==> src/rtl/classifier_arbiter_if.sv <==
// Purpose: bundles the requester-side and classifier-side signals of classifier_arbiter.
// Latency: none (wires only).
// Backpressure: none here; cls_ready gates new jobs inside the arbiter.
interface classifier_arbiter_if #(
  parameter int N_REQ = 4
);
  // requester side
  logic [N_REQ-1:0]   req;
  logic [8*N_REQ-1:0] pix_data;
  logic [N_REQ-1:0]   pix_valid;
  logic [N_REQ-1:0]   grant;
  logic [N_REQ-1:0]   resp_valid;
  logic [1:0]         resp_class;
  logic               resp_err;
  logic               busy;
  logic [7:0]         err_count;
  // classifier side
  logic               cls_start;
  logic               cls_ready;
  logic               cls_done;
  logic [1:0]         cls_class;
  logic [7:0]         cls_pixel;
  logic               cls_pixel_valid;

  // Environment view: requesters plus the classifier model
  modport master (
    output req, pix_data, pix_valid, cls_ready, cls_done, cls_class,
    input  grant, resp_valid, resp_class, resp_err, busy, err_count,
           cls_start, cls_pixel, cls_pixel_valid
  );

  // Arbiter view
  modport slave (
    input  req, pix_data, pix_valid, cls_ready, cls_done, cls_class,
    output grant, resp_valid, resp_class, resp_err, busy, err_count,
           cls_start, cls_pixel, cls_pixel_valid
  );
endinterface

==> src/rtl/classifier_arbiter.sv <==
// Purpose: round-robin sharing of one classifier among N_REQ requesters, with a job watchdog.
// Latency: req sampled at edge k -> grant/cls_start in cycle k+1; resp_valid the cycle after cls_done.
// Backpressure: no grant while cls_ready=0; requesters hold req until resp_valid, non-owner pixels dropped.
module classifier_arbiter #(
  parameter int N_REQ   = 4,
  parameter int TIMEOUT = 4096
) (
  input  logic               clk,
  input  logic               rst_n,
  classifier_arbiter_if.slave bus
);

  localparam int IDW = $clog2(N_REQ);
  localparam int WDW = $clog2(TIMEOUT + 1);

  typedef enum logic [1:0] {
    IDLE  = 2'd0,
    START = 2'd1,
    RUN   = 2'd2,
    RESP  = 2'd3
  } state_t;

  state_t           state_q;
  logic [IDW-1:0]   id_q;
  logic [IDW-1:0]   ptr_q;
  logic [N_REQ-1:0] grant_q;
  logic [N_REQ-1:0] resp_valid_q;
  logic [WDW-1:0]   wd_q;
  logic [1:0]       class_q;
  logic             err_q;
  logic             busy_q;
  logic             start_q;
  logic [7:0]       err_count_q;

  logic             pick_vld;
  logic [IDW-1:0]   pick_id;
  int               idx;
  logic [IDW-1:0]   idx_w;

  // Round-robin search: first asserted req after ptr, wrapping. Scanning from the
  // far end down lets the nearest candidate overwrite earlier hits.
  always_comb begin
    pick_vld = 1'b0;
    pick_id  = '0;
    idx      = 0;
    idx_w    = '0;
    for (int i = N_REQ; i >= 1; i--) begin
      idx = int'(ptr_q) + i;
      if (idx >= N_REQ) idx = idx - N_REQ;
      idx_w = IDW'(idx);
      if (bus.req[idx_w]) begin
        pick_vld = 1'b1;
        pick_id  = idx_w;
      end
    end
  end

  // Job FSM; every externally visible control output is a register updated here
  always_ff @(posedge clk or negedge rst_n) begin
    if (!rst_n) begin
      state_q      <= IDLE;
      id_q         <= '0;
      ptr_q        <= IDW'(N_REQ - 1);
      grant_q      <= '0;
      resp_valid_q <= '0;
      wd_q         <= '0;
      class_q      <= 2'd0;
      err_q        <= 1'b0;
      busy_q       <= 1'b0;
      start_q      <= 1'b0;
      err_count_q  <= 8'd0;
    end else begin
      start_q      <= 1'b0;
      resp_valid_q <= '0;
      case (state_q)
        IDLE: begin
          if (pick_vld && bus.cls_ready) begin
            id_q    <= pick_id;
            grant_q <= N_REQ'(1) << pick_id;
            start_q <= 1'b1;
            busy_q  <= 1'b1;
            state_q <= START;
          end
        end
        START: begin
          wd_q    <= '0;
          state_q <= RUN;
        end
        RUN: begin
          wd_q <= wd_q + 1'b1;
          // a done arriving on the timeout cycle still delivers a real result
          if (bus.cls_done) begin
            class_q      <= bus.cls_class;
            err_q        <= 1'b0;
            resp_valid_q <= grant_q;
            state_q      <= RESP;
          end else if (wd_q == WDW'(TIMEOUT - 1)) begin
            class_q      <= 2'd0;
            err_q        <= 1'b1;
            resp_valid_q <= grant_q;
            if (err_count_q != 8'hFF) err_count_q <= err_count_q + 8'd1;
            state_q      <= RESP;
          end
        end
        RESP: begin
          ptr_q   <= id_q;
          grant_q <= '0;
          busy_q  <= 1'b0;
          state_q <= IDLE;
        end
        default: state_q <= IDLE;
      endcase
    end
  end

  // Pixel path: only the owner's stream reaches the classifier, and only in RUN
  always_comb begin
    bus.cls_pixel       = 8'd0;
    bus.cls_pixel_valid = 1'b0;
    if (state_q == RUN) begin
      bus.cls_pixel       = bus.pix_data[{id_q, 3'b000} +: 8];
      bus.cls_pixel_valid = bus.pix_valid[id_q];
    end
  end

  assign bus.grant      = grant_q;
  assign bus.resp_valid = resp_valid_q;
  assign bus.resp_class = class_q;
  assign bus.resp_err   = err_q;
  assign bus.busy       = busy_q;
  assign bus.cls_start  = start_q;
  assign bus.err_count  = err_count_q;

endmodule

==> src/flat_wrapper.sv <==
// flat-port wrapper written by rule: the top's interface ports become plain ports
module classifier_arbiter_flat 
#(
  parameter int N_REQ   = 4,
  parameter int TIMEOUT = 4096
)
  (clk, rst_n, bus_req, bus_pix_data, bus_pix_valid, bus_cls_ready, bus_cls_done, bus_cls_class, bus_grant, bus_resp_valid, bus_resp_class, bus_resp_err, bus_busy, bus_err_count, bus_cls_start, bus_cls_pixel, bus_cls_pixel_valid);
  classifier_arbiter_if #(.N_REQ(N_REQ)) bus_i ();
  input  logic clk;
  input  logic rst_n;
  input wire logic [$bits(bus_i.req)-1:0] bus_req;
  input wire logic [$bits(bus_i.pix_data)-1:0] bus_pix_data;
  input wire logic [$bits(bus_i.pix_valid)-1:0] bus_pix_valid;
  input wire logic [$bits(bus_i.cls_ready)-1:0] bus_cls_ready;
  input wire logic [$bits(bus_i.cls_done)-1:0] bus_cls_done;
  input wire logic [$bits(bus_i.cls_class)-1:0] bus_cls_class;
  output wire logic [$bits(bus_i.grant)-1:0] bus_grant;
  output wire logic [$bits(bus_i.resp_valid)-1:0] bus_resp_valid;
  output wire logic [$bits(bus_i.resp_class)-1:0] bus_resp_class;
  output wire logic [$bits(bus_i.resp_err)-1:0] bus_resp_err;
  output wire logic [$bits(bus_i.busy)-1:0] bus_busy;
  output wire logic [$bits(bus_i.err_count)-1:0] bus_err_count;
  output wire logic [$bits(bus_i.cls_start)-1:0] bus_cls_start;
  output wire logic [$bits(bus_i.cls_pixel)-1:0] bus_cls_pixel;
  output wire logic [$bits(bus_i.cls_pixel_valid)-1:0] bus_cls_pixel_valid;
  assign bus_i.req = bus_req;
  assign bus_i.pix_data = bus_pix_data;
  assign bus_i.pix_valid = bus_pix_valid;
  assign bus_i.cls_ready = bus_cls_ready;
  assign bus_i.cls_done = bus_cls_done;
  assign bus_i.cls_class = bus_cls_class;
  assign bus_grant = bus_i.grant;
  assign bus_resp_valid = bus_i.resp_valid;
  assign bus_resp_class = bus_i.resp_class;
  assign bus_resp_err = bus_i.resp_err;
  assign bus_busy = bus_i.busy;
  assign bus_err_count = bus_i.err_count;
  assign bus_cls_start = bus_i.cls_start;
  assign bus_cls_pixel = bus_i.cls_pixel;
  assign bus_cls_pixel_valid = bus_i.cls_pixel_valid;
  classifier_arbiter #(.N_REQ(N_REQ), .TIMEOUT(TIMEOUT)) u_core (.clk(clk), .rst_n(rst_n), .bus(bus_i));
endmodule
==> config.mk <==
export PLATFORM = sky130hd
export DESIGN_NAME = classifier_arbiter_flat
export DESIGN_NICKNAME = d
export VERILOG_FILES = /design/src/rtl/classifier_arbiter_if.sv /design/src/rtl/classifier_arbiter.sv /design/src/flat_wrapper.sv
export SDC_FILE = /design/constraint.sdc
export NUM_CORES = 1
export LEC_CHECK = 0
export ABC_AREA = 1
export BUFFER_PORTS_ARGS = -buffer_cell sky130_fd_sc_hd__buf_2
export CAP_MARGIN = 30
export CORE_MARGIN = 3
export CORE_UTILIZATION = 45
export CTS_BUF_LIST = sky130_fd_sc_hd__clkbuf_2
export DETAILED_ROUTE_END_ITERATION = 10
export PLACE_DENSITY = 0.75
export RECOVER_POWER = 25
export SKIP_CTS_REPAIR_TIMING = 1
export SKIP_LAST_GASP = 1
export SLEW_MARGIN = 5
export SYNTH_ARGS = -nofsm -noshare
export SYNTH_HDL_FRONTEND = slang
export SYNTH_SLANG_ARGS = --single-unit
==> constraint.sdc <==
create_clock -name clk -period 1.6 [get_ports clk]
set_input_delay 0.32 -clock clk [delete_from_list [all_inputs] [get_ports clk]]
set_output_delay 0.32 -clock clk [all_outputs]
set_load 0.03 [all_outputs]
==> results.cfg <==
[die]
die_w_microns = 78.9
die_h_microns = 78.9
initial_core_util_pct = 48.7
std_cell_rows = 25
die_area_sq_mm = 0.00622
ios = 76
core_area_sq_mm = 0.00491

[timing]
worst_pin_slew_ns = 0.878
finalMaxSlewViolations = 0
relSlewSlack_pct = 41.4
hold_violations = 0
rsz0062_at_grt = yes
period_minus_slack_ns = 1.96
setup_viol_count_final = 23
fin_crit_sh_pct = 122
fmax_ghz = 0.510
setup_ws_ns = -0.360
clock_skew_ns = 0.0214

[clock_network]
clockRootBuffer = clkbuf_2
cts_buffer_depth = 2
clk_pin_slew_ns = 0.22
cts_buffers = 5
clock_latency_ns = 0.41
clock_sinks = 40
cts_tree = built
cts_max_level = 2

[place]
dpl-instance-area_sq_mm = 0.00309
dp_hpwl_microns = 4630
dp_slack_ns = -0.0784
io_buffers = 75
gp_congestion = 0.898
placed_cells = 483

[power_and_ir_drop]
switching_share_pct = 48.1
p_clk_share_pct = 9.8
p_per_area_mw_per_mm2 = 1680
p_switching_uw = 2980
finalPower_uw = 6210
ir_worst_vdd_uv = 750
combPwrFrac_pct = 67.7
power.internal_uw = 3230
p_leak_uw = 0.00182
seqPwrFrac_pct = 22.5

[synthesis]
ys_ff_latch = 40
yosysUniqueCellTypes = 28
ys.warnings.count = 0
synth-simple-area-share_pct = 31.3
synth_area_sq_mm = 0.00239
synth_mux_area_share_pct = 0
synth_top_family_by_area = simple AND/OR/NAND/NOR gates
synthAdderAreaFrac_pct = 3.14
synth_fp_nets = 380
synth_edf_count = 0
synth-compound-area-share_pct = 13.5
synth_ff_type = dfrtp_1
syn_area_per_cell_sq_um = 7.29
ys_seq_area_share_pct = 42.0
netlist_instances = 328
synthXorXnorAreaFrac_pct = 2.57
synthArstFlopShare_pct = 100

[global_routing]
use_met3_pct = 6.24
grt_pass1_vias = 2281
antenna_found_initial = 0
gr-usage-met1_pct = 22.4
grt_max_degree = 25
grt_usage_pct = 19.3
use_met2_pct = 34.4
grt_busiest_layer = met2
grt_overflow = 0
grt_pass1_wl_microns = 9760

[layout]
drive_above_1_share_pct = 50.1
insertedDiodeCount = 0
final_cell_mix = buf_2, nand2_1, nor2_1
fin_cells = 512
nNetsFinal = 496
area_delta_synth_final_pct = 54.6
final_common_cell = buf_2
final_area_sq_mm = 0.00369

[worst_setup_path]
regToRegSetupSlack_ns = -0.17
cp.required_ns = 1.28
crit_fanout = 9
crit_family = flip-flops
end_kind = output pin
cp.arrival_ns = 1.64
cp_num_buf_inv = 2
start_kind = flip-flop
worstSetupPathType = flip-flop to output pin
crit_chain = clkbuf_16 -> nor2_1 -> nor2_1 -> o21ai_2 -> a21oi_4 -> buf_6
cpPeakStageDelay_ns = 0.48
path_common_cell = nor2_1
slowest_stage = dfrtp_2

[route]
ant_nets = 0
drc = 0
routed-via-count = 2607
wirelength_microns = 7350
post_drt_wl_per_cell_microns = 14.3
dr.pass1.iters = 4
drt-initial-drc-count = 73
via_per_inst = 5.09

[run]
cap_violations = 0

[run_status]
violations = negative setup slack
status = finished with violations

[worst_hold_path]
hp-class = primary input to flip-flop
==> worst reg2reg max path, delay by kind of cell (launching register included) <==
kind          cells  cell delay (ns)
buf+inv           3             0.26
simple gates      7             0.78
fa+ha+maj         1             0.27
flops             1             0.40
==> layout make-up <==
cell class / instances / area [sq um]
multi-input cells: 243 / 1560
fillers: 322 / 1220
flip-flops and latches: 40 / 1010
repair buffers: 112 / 801
inverters: 41 / 166
well taps: 67 / 83.8
clock inverters: 2 / 35.0
clock buffers: 6 / 30.0
repair inverters: 1 / 7.51
==> per-layer routing <==
metal / up-vias / wire, microns
li1: 1283 / -
met1: 1219 / 2940
met2: 89 / 3740
met3: 16 / 520
met4: 0 / 142
met5: - / 0
==> per-stage QoR <==
| step | utilization [%] | TNS (ns) | hold slack [ns] |
|---|---|---|---|
| after floorplan | - | -0.769 | 0.0244 |
| after global placement | 63.0 | -0.189 | 0.260 |
| after detailed placement | 63.0 | -0.615 | 0.266 |
| after CTS | 64.3 | -4.96 | -0.222 |
| after global routing | 75.2 | -7.04 | 0.0893 |
| final | 75.2 | -3.80 | 0.117 |
==> power by group through the flow <==
stage          clock network [uW]  registers, uW  logic [uW]
3_3_place_gp                    0           1350        2960
5_1_grt                       651           1430        4530
4_1_cts                       618           1330        3050
2_1_floorplan                   0           1510        1940
3_5_place_dp                    0           1360        3040
6_report                      607           1400        4200
==> cells in the mapped netlist (2+ instances only) <==
cell type	count	area, sq um
a21oi_1	21	105
buf_2	2	10.0
clkbuf_1	2	7.51
clkinv_1	2	7.51
dfrtp_1	38	951
dfstp_2	2	52.6
ha_1	6	75.1
inv_1	36	135
inv_2	3	11.3
nand2_1	76	285
nand2_2	8	50.1
nand3_1	8	40.0
nand4_1	9	56.3
nor2_1	52	195
nor2_2	4	25.0
nor2_4	3	33.8
nor3_1	5	25.0
o21ai_0	30	150
o21ai_1	7	35.0
xnor2_1	6	52.6
==> cell families after synthesis <==
| group | Yosys count |
|---|---|
| fa+ha+maj | 6 |
| compound gates | 61 |
| flops | 40 |
| simple gates | 168 |
| xor+xnor | 7 |
| buf+inv | 46 |
==> sequential cells by signal, summed over array words and instances, names as in the netlist <==
register,count
u_core.bus.busy,1
u_core.bus.cls_start,1
u_core.bus.err_count,8
u_core.bus.grant,4
u_core.bus.resp_class,2
u_core.bus.resp_err,1
u_core.bus.resp_valid,4
u_core.id_q,2
u_core.ptr_q,2
u_core.state_q,2
u_core.wd_q,13
==> path summary, 6_finish.rpt <==
| path | start | to | depth (start not counted) |
|---|---|---|---|
| max reg2reg | u_core.state_q[0] | u_core.wd_q[9] | 11 |
| min in group asynchronous | rst_n | u_core.bus.err_count[6] | 2 |
| min | bus_cls_class[0] | u_core.bus.resp_class[0] | 3 |
| max in group asynchronous | rst_n | u_core.ptr_q[1] | 3 |
| max | u_core.id_q[0] | bus_cls_pixel_valid | 6 |
| min reg2reg | u_core.bus.busy | u_core.bus.busy | 2 |
Note: power is estimated with default switching activity, not from simulation.
